### src/rtl/sram_like_arbiter_pkg.sv
// ============================================================================
// Module      : sram_like_arbiter_pkg
// Description : Shared definitions for the SRAM-like two-master arbiter.
//               Provides the master ID encodings, the transfer size
//               encodings, the default outstanding depth and the bundled
//               address-phase request type.
// Revision    : 1.0 - initial release
// ============================================================================
`default_nettype none

package sram_like_arbiter_pkg;

  // Master IDs stored in the in-order ID FIFO
  localparam logic ARB_ID_INST = 1'b0;
  localparam logic ARB_ID_DATA = 1'b1;

  // Transfer size encodings on *_size
  localparam logic [1:0] SIZE_BYTE = 2'd0;
  localparam logic [1:0] SIZE_HALF = 2'd1;
  localparam logic [1:0] SIZE_WORD = 2'd2;

  // Default number of accepted-but-unanswered requests
  localparam int OUTSTANDING_DEFAULT = 4;

  // One master's complete address-phase request
  typedef struct packed {
    logic        req;
    logic        wr;
    logic [1:0]  size;
    logic [31:0] addr;
    logic [3:0]  wstrb;
    logic [31:0] wdata;
  } arb_req_t;

endpackage : sram_like_arbiter_pkg

`default_nettype wire

### src/rtl/sram_like_arbiter_id_fifo.sv
// ============================================================================
// Module      : arb_id_fifo
// Description : In-order FIFO of 1-bit master IDs, one entry per accepted
//               request. The head tells which master owns the next slave
//               response.
// Ports       : clk, resetn (async active-low)
//               push/push_id  - enqueue ID of an accepted request
//               pop           - dequeue head on a slave response
//               full/empty    - occupancy flags
//               head          - ID of oldest outstanding request
// Revision    : 1.0 - initial release
// ============================================================================
`default_nettype none

module arb_id_fifo
  import sram_like_arbiter_pkg::*;
#(
  parameter int DEPTH = OUTSTANDING_DEFAULT
) (
  input  logic clk,
  input  logic resetn,
  input  logic push,
  input  logic push_id,
  input  logic pop,
  output logic full,
  output logic empty,
  output logic head
);

  localparam int PTR_W = $clog2(DEPTH);
  localparam int CNT_W = PTR_W + 1;
  localparam logic [CNT_W-1:0] C_DEPTH = CNT_W'(DEPTH);

  logic [DEPTH-1:0] r_mem;
  logic [PTR_W-1:0] r_wr_ptr;
  logic [PTR_W-1:0] r_rd_ptr;
  logic [CNT_W-1:0] r_count;

  logic w_push_ok;
  logic w_pop_ok;

  // Guards keep the pointers consistent even if a caller misbehaves;
  // the arbiter itself never pushes at full or pops when empty.
  assign w_push_ok = push & ~full;
  assign w_pop_ok  = pop & ~empty;

  assign full  = (r_count == C_DEPTH);
  assign empty = (r_count == '0);
  assign head  = r_mem[r_rd_ptr];

  // DEPTH is a power of two, so the pointers wrap by natural overflow.
  always_ff @(posedge clk or negedge resetn) begin
    if (!resetn) begin
      r_mem    <= '0;
      r_wr_ptr <= '0;
      r_rd_ptr <= '0;
      r_count  <= '0;
    end else begin
      if (w_push_ok) begin
        r_mem[r_wr_ptr] <= push_id;
        r_wr_ptr        <= r_wr_ptr + 1'b1;
      end
      if (w_pop_ok) begin
        r_rd_ptr <= r_rd_ptr + 1'b1;
      end
      if (w_push_ok && !w_pop_ok) begin
        r_count <= r_count + 1'b1;
      end else if (!w_push_ok && w_pop_ok) begin
        r_count <= r_count - 1'b1;
      end
    end
  end

endmodule : arb_id_fifo

`default_nettype wire

### src/rtl/sram_like_arbiter.sv
// ============================================================================
// Module      : sram_like_arbiter
// Description : Two-to-one arbiter sharing one SRAM-like slave port between
//               the instruction-fetch master (inst_*) and the data master
//               (data_*). One address phase is granted per cycle, the grant
//               is held until mem_addr_ok, and an in-order ID FIFO routes
//               each mem_data_ok/mem_rdata back to the owning master.
// Config      : `define ARB_ROUND_ROBIN_EN to alternate between masters on
//               simultaneous requests; otherwise data has fixed priority.
// Ports       : clk, resetn (async assert, released through a 2-flop sync)
//               inst_* / data_*  - master request and response interfaces
//               mem_*            - shared slave port
//               protocol_err     - sticky: response with nothing outstanding
// Revision    : 1.0 - initial release
// ============================================================================
`default_nettype none

module sram_like_arbiter
  import sram_like_arbiter_pkg::*;
#(
  parameter int OUTSTANDING = OUTSTANDING_DEFAULT
) (
  input  logic        clk,
  input  logic        resetn,
  // instruction-fetch master
  input  logic        inst_req,
  input  logic        inst_wr,
  input  logic [1:0]  inst_size,
  input  logic [31:0] inst_addr,
  input  logic [3:0]  inst_wstrb,
  input  logic [31:0] inst_wdata,
  output logic        inst_addr_ok,
  output logic        inst_data_ok,
  output logic [31:0] inst_rdata,
  // data master
  input  logic        data_req,
  input  logic        data_wr,
  input  logic [1:0]  data_size,
  input  logic [31:0] data_addr,
  input  logic [3:0]  data_wstrb,
  input  logic [31:0] data_wdata,
  output logic        data_addr_ok,
  output logic        data_data_ok,
  output logic [31:0] data_rdata,
  // shared slave port
  output logic        mem_req,
  output logic        mem_wr,
  output logic [1:0]  mem_size,
  output logic [31:0] mem_addr,
  output logic [3:0]  mem_wstrb,
  output logic [31:0] mem_wdata,
  input  logic        mem_addr_ok,
  input  logic        mem_data_ok,
  input  logic [31:0] mem_rdata,
  output logic        protocol_err
);

  // --------------------------------------------------------------------------
  // Reset: asserts asynchronously, releases on a clock edge. The synchronised
  // reset also gates every output so they drop the instant resetn falls.
  // --------------------------------------------------------------------------
  logic [1:0] r_rst_sync;
  logic       w_rst_n;

  always_ff @(posedge clk or negedge resetn) begin
    if (!resetn) begin
      r_rst_sync <= '0;
    end else begin
      r_rst_sync <= {r_rst_sync[0], 1'b1};
    end
  end

  assign w_rst_n = r_rst_sync[1];

  // --------------------------------------------------------------------------
  // Grant selection
  // --------------------------------------------------------------------------
  arb_req_t w_inst;
  arb_req_t w_data;
  arb_req_t w_sel;

  logic r_lock;
  logic r_lock_id;
  logic w_grant_valid;
  logic w_grant_id;
  logic w_accept;

  logic w_fifo_full;
  logic w_fifo_empty;
  logic w_fifo_head;
  logic w_pop;

  assign w_inst = '{req: inst_req, wr: inst_wr, size: inst_size,
                    addr: inst_addr, wstrb: inst_wstrb, wdata: inst_wdata};
  assign w_data = '{req: data_req, wr: data_wr, size: data_size,
                    addr: data_addr, wstrb: data_wstrb, wdata: data_wdata};

`ifdef ARB_ROUND_ROBIN_EN
  // Master granted at the most recent accepted handshake.
  logic r_rr_last;
`endif

  // A lock is only ever taken on a grant that passed the full check, and
  // nothing can be pushed while it is held, so a locked grant skips that
  // check: its FIFO slot is already reserved.
  always_comb begin
    w_grant_valid = 1'b0;
    w_grant_id    = ARB_ID_DATA;
    if (w_rst_n) begin
      if (r_lock) begin
        w_grant_valid = 1'b1;
        w_grant_id    = r_lock_id;
      end else if (!w_fifo_full) begin
`ifdef ARB_ROUND_ROBIN_EN
        if (inst_req && data_req) begin
          w_grant_valid = 1'b1;
          w_grant_id    = ~r_rr_last;
        end else if (data_req) begin
          w_grant_valid = 1'b1;
          w_grant_id    = ARB_ID_DATA;
        end else if (inst_req) begin
          w_grant_valid = 1'b1;
          w_grant_id    = ARB_ID_INST;
        end
`else
        // Data first: stalling fetch costs less than stalling a load/store.
        if (data_req) begin
          w_grant_valid = 1'b1;
          w_grant_id    = ARB_ID_DATA;
        end else if (inst_req) begin
          w_grant_valid = 1'b1;
          w_grant_id    = ARB_ID_INST;
        end
`endif
      end
    end
  end

  assign w_sel = (w_grant_id == ARB_ID_DATA) ? w_data : w_inst;

  assign mem_req   = w_grant_valid & w_sel.req;
  assign mem_wr    = w_grant_valid & w_sel.wr;
  assign mem_size  = w_grant_valid ? w_sel.size  : '0;
  assign mem_addr  = w_grant_valid ? w_sel.addr  : '0;
  assign mem_wstrb = w_grant_valid ? w_sel.wstrb : '0;
  assign mem_wdata = w_grant_valid ? w_sel.wdata : '0;

  assign w_accept     = mem_req & mem_addr_ok;
  assign inst_addr_ok = w_accept & (w_grant_id == ARB_ID_INST);
  assign data_addr_ok = w_accept & (w_grant_id == ARB_ID_DATA);

  // --------------------------------------------------------------------------
  // Lock and round-robin state
  // --------------------------------------------------------------------------
  always_ff @(posedge clk or negedge w_rst_n) begin
    if (!w_rst_n) begin
      r_lock    <= 1'b0;
      r_lock_id <= ARB_ID_INST;
    end else if (w_accept) begin
      r_lock <= 1'b0;
    end else if (mem_req) begin
      r_lock    <= 1'b1;
      r_lock_id <= w_grant_id;
    end
  end

`ifdef ARB_ROUND_ROBIN_EN
  // Reset value "data" makes inst win the first simultaneous request.
  always_ff @(posedge clk or negedge w_rst_n) begin
    if (!w_rst_n) begin
      r_rr_last <= ARB_ID_DATA;
    end else if (w_accept) begin
      r_rr_last <= w_grant_id;
    end
  end
`endif

  // --------------------------------------------------------------------------
  // Response routing
  // --------------------------------------------------------------------------
  arb_id_fifo #(
    .DEPTH (OUTSTANDING)
  ) u_id_fifo (
    .clk     (clk),
    .resetn  (w_rst_n),
    .push    (w_accept),
    .push_id (w_grant_id),
    .pop     (w_pop),
    .full    (w_fifo_full),
    .empty   (w_fifo_empty),
    .head    (w_fifo_head)
  );

  assign w_pop        = w_rst_n & mem_data_ok & ~w_fifo_empty;
  assign inst_data_ok = w_pop & (w_fifo_head == ARB_ID_INST);
  assign data_data_ok = w_pop & (w_fifo_head == ARB_ID_DATA);
  assign inst_rdata   = w_rst_n ? mem_rdata : '0;
  assign data_rdata   = w_rst_n ? mem_rdata : '0;

  always_ff @(posedge clk or negedge w_rst_n) begin
    if (!w_rst_n) begin
      protocol_err <= 1'b0;
    end else if (mem_data_ok && w_fifo_empty) begin
      protocol_err <= 1'b1;
    end
  end

endmodule : sram_like_arbiter

`default_nettype wire

### config.mk
export PLATFORM = sky130hd
export DESIGN_NAME = sram_like_arbiter
export DESIGN_NICKNAME = d
export VERILOG_FILES = /design/src/rtl/sram_like_arbiter_pkg.sv /design/src/rtl/sram_like_arbiter_id_fifo.sv /design/src/rtl/sram_like_arbiter.sv
export SDC_FILE = /design/constraint.sdc
export NUM_CORES = 1
export LEC_CHECK = 0
export CORE_AREA = 2 2 123 125
export DETAILED_ROUTE_END_ITERATION = 6
export DIE_AREA = 0 0 125 127
export GPL_TIMING_DRIVEN = 0
export PLACE_DENSITY_LB_ADDON = 0.12
export RECOVER_POWER = 25
export SLEW_MARGIN = 20
export SYNTH_ARGS = -nofsm -noshare
export SYNTH_HDL_FRONTEND = slang
export SYNTH_SLANG_ARGS = --single-unit
### constraint.sdc
create_clock -name clk -period 2.4 [get_ports clk]
set_input_delay 0.48 -clock clk [delete_from_list [all_inputs] [get_ports clk]]
set_output_delay 0.48 -clock clk [all_outputs]
set_load 0.01 [all_outputs]
==> out/qor.txt, run 1 <==
DR iter-0 viols: 96
Die W: 125 um
Top cells by instance count after synthesis: nand2_1 (145), a21oi_1 (52), and2_1 (32), buf_4 (32), a21oi_2 (20)
# setup viols final: 74
Avg WL per Cell: 15.90 um
Most common cell in the netlist: nand2_1
Critical path fanouts, max: 8
# IOs: 321
# H-tree levels: 1
Worst Setup Start Kind: register
Worst slew pin tran: 530.6 ps
M3 GR Usage: 2.638%
CP Class: register to output port
Diode count: 0
CTS tree: yes
Clock skew: 1.522 ps
Worst-path cell chain: or3b_1, buf_6, a32o_2, buf_12, clkbuf_16, nand2_2, a21oi_2, buf_2
Final nets: 917
Synth area leaders: nand2_1 (22%), dfrtp_1 (16%), a21oi_1 (11%)
Top Usage Layer GRT: met2
I/O Buffers: 320
Finished Core Util: 45.43%
Synth cell types: 36
Detailed-placement wirelength estimate: 11260 um
Failing checks: negative setup slack
Total wire length: 14520 um
Vias: 3868
Worst Setup End Kind: output port
Power Density: 640.0 nW/um2
Synth top area share: 22.01%
Core Region: 14420 um2
Max-Cap Viols: 0
Critical R2R Capture: u_id_fifo.r_count[2]
Antenna viol nets, final: 0
Tot GR Track Use: 15.96%
Critical-path top delay cell: or3b_1
Static leakage: 2.928 nW
Layout overhead on the synthesized area: 165.0%
Max-slew violation count: 0
Slack of the critical path: -145.3 ps
Pwr Total: 4.193 mW
GRT met1 Usage: 17.68%
1st-pass router iterations: 4
Vias in the first global route: 3720
RSZ-0062 raised after global routing: yes
Min cycle time layout: 2545 ps
YS warnings: 0
#FFs+latches synth: 16
Clk buf depth: 2
Clk sinks: 16
R2R Path Start: r_lock
R2R Setup Slk: 130 ps
# hold bufs at CTS: 0
Period utilization: 106.1%
Post-synthesis cell count: 382
Final Hold Viols: 0
Vias per cell: 4.237
Top FF cell, synth: dfrtp_1
Status: finished with violations
Maximum vdd drop: 0.0004877 V
Req. time, crit path: 1920 ps
Residual DRC: 0
Initial antenna violation count: 0
CTS Buf Count: 3
Skew-Pair Late Insertion Delay: 240 ps
Seq/Total Area, Yosys: 16.19%
Max Clk Rate: 392.9 MHz
GRT Residual Overflow: 0
Pre-CTS WS: -961.2 ps
Die height: 127 um
Crit-path max cell delay: 390 ps
Arr. time, crit path: 2070 ps
First-pass GRT wire length: 20700 um
Mapped Area: 2472 um2
Pin count of the biggest net entering global routing: 11
GPL Wtd Cong: 0.8534
Post-synth EDFFs: 0
HP Class: register to async pin
Core Rows: 44
Reg2Reg Depth: 10
Total die area: 15880 um2
Clk pin slew, worst setup/hold paths: 50 ps
Grt met2 use: 32.86%
Syn nets: 568
Layout cells sized above 1: 37.86%
CTS root buffer: clkbuf_16
Worst rel slew slack: 64.63%
Initial core utilization: 17.14%
Yosys top cell by area: nand2_1
FFs w/ async S/R, synth: 100.0%
Avg Inst Size Synth: 6.472 um2
-- critical path: cells and delay by family (launching register included) --
| kind | cells | cell delay [ps] |
|---|---|---|
| buffers and inverters | 4 | 630 |
| and+or+nand+nor | 2 | 460 |
| DFF | 1 | 370 |
| AOI/OAI and AO/OA | 2 | 360 |
-- cell families (layout without fill, tap and decap cells) --
kind of cell    Yosys count  in the layout  share of synthesized area [%]
mux                       8              8                          4.048
fa+ha+maj                 6              6                          3.340
simple gates            201            201                          35.83
other cells               1              1                         0.1517
xor+xnor                  6              6                          2.125
flops                    16             16                          16.19
compound gates           79             80                          20.65
buf+inv                  65            411                          17.66
-- power breakdown --
part           internal [mW]  total (mW)  switching [mW]
registers              0.384       0.456          0.0722
clock network          0.218       0.313          0.0953
logic                   1.77        3.42            1.65
-- cell usage in the layout, fill, tap and decap left out, types with 2 or more instances in the layout --
cell type,count
buf_6,10
buf_8,9
buf_2,68
nand2_2,33
nand2_1,88
a32oi_4,2
nand2b_1,2
a21oi_1,27
clkdlybuf4s50_1,241
mux2_2,6
nor3_1,5
nor2_1,4
clkbuf_1,2
xor2_1,2
dlymetal6s2s_1,2
ha_1,4
xnor2_1,4
buf_12,6
and2_1,32
a21oi_2,44
inv_1,5
nand4_1,5
buf_4,51
dfrtp_1,15
nand2_4,24
dlygate4sd2_1,2
clkbuf_16,9
clkbuf_4,2
-- worst max-delay path by stage --
stage,depth (start not counted),end,slack [ps],startpoint
6_report,8,mem_addr[4],-150,u_id_fifo.r_count[0]
5_1_grt,8,mem_size[1],-220,u_id_fifo.r_count[0]
4_1_cts,8,mem_wr,-140,u_id_fifo.r_count[0]
3_5_place_dp,8,mem_addr[16],-960,data_req
3_3_place_gp,8,mem_wdata[19],-950,data_req
2_1_floorplan,8,u_id_fifo.r_count[2],60,r_rst_sync[1]
-- metal layers --
metal	part of all wire, %	routed length, um	vias to the layer above
li1	-	-	1918
met1	38	5452	1792
met2	56	8135	152
met3	5.9	856	6
met4	0.50	72	0
met5	0	0	-
-- what timing repair did --
item,in CTS,in global routing
pin swaps,7,39
endpoints found under the setup margin,142,97
buffers inserted,12,4
gates resized for setup,364,127
gates cloned,2,6
-- stage by stage --
stage / cells / hold WS, ps / TNS [ps] / instance area, um2
floorplan: 382 / 184.4 / 0 / 2472
global placement: 886 / 313.1 / -96360 / 5906
detailed placement: 886 / 333.8 / -101420 / 5906
CTS: 903 / 261.8 / -8169 / 6012
global route: 913 / 274.6 / -13880 / 6553
finish: 913 / 258.8 / -8070 / 6553
-- flip-flops by register name, indices dropped and copies added, names as in the netlist --
| signal | flops |
|---|---|
| u_id_fifo.r_wr_ptr | 2 |
| u_id_fifo.r_rd_ptr | 2 |
| r_lock | 1 |
| r_rst_sync | 2 |
| r_lock_id | 1 |
| protocol_err | 1 |
| u_id_fifo.r_count | 3 |
| u_id_fifo.r_mem | 4 |
-- layout make-up --
type	instances	area [um2]
plain buffers	60	615.6
clock buffers	3	75.07
fillers	1447	7871
inverters	5	18.77
multi-input cells	302	2067
flip-flops and latches	16	404.1
well taps	184	230.2
repair buffers	343	3142
Note: power is estimated with default switching activity, not from simulation.
==> inputs of run 2 (changes only) <==
Settings changed: CAP_MARGIN set to 0.
==> results of run 2 <==
Same layout as run 1: the final DEF is identical, and so are final timing and power.
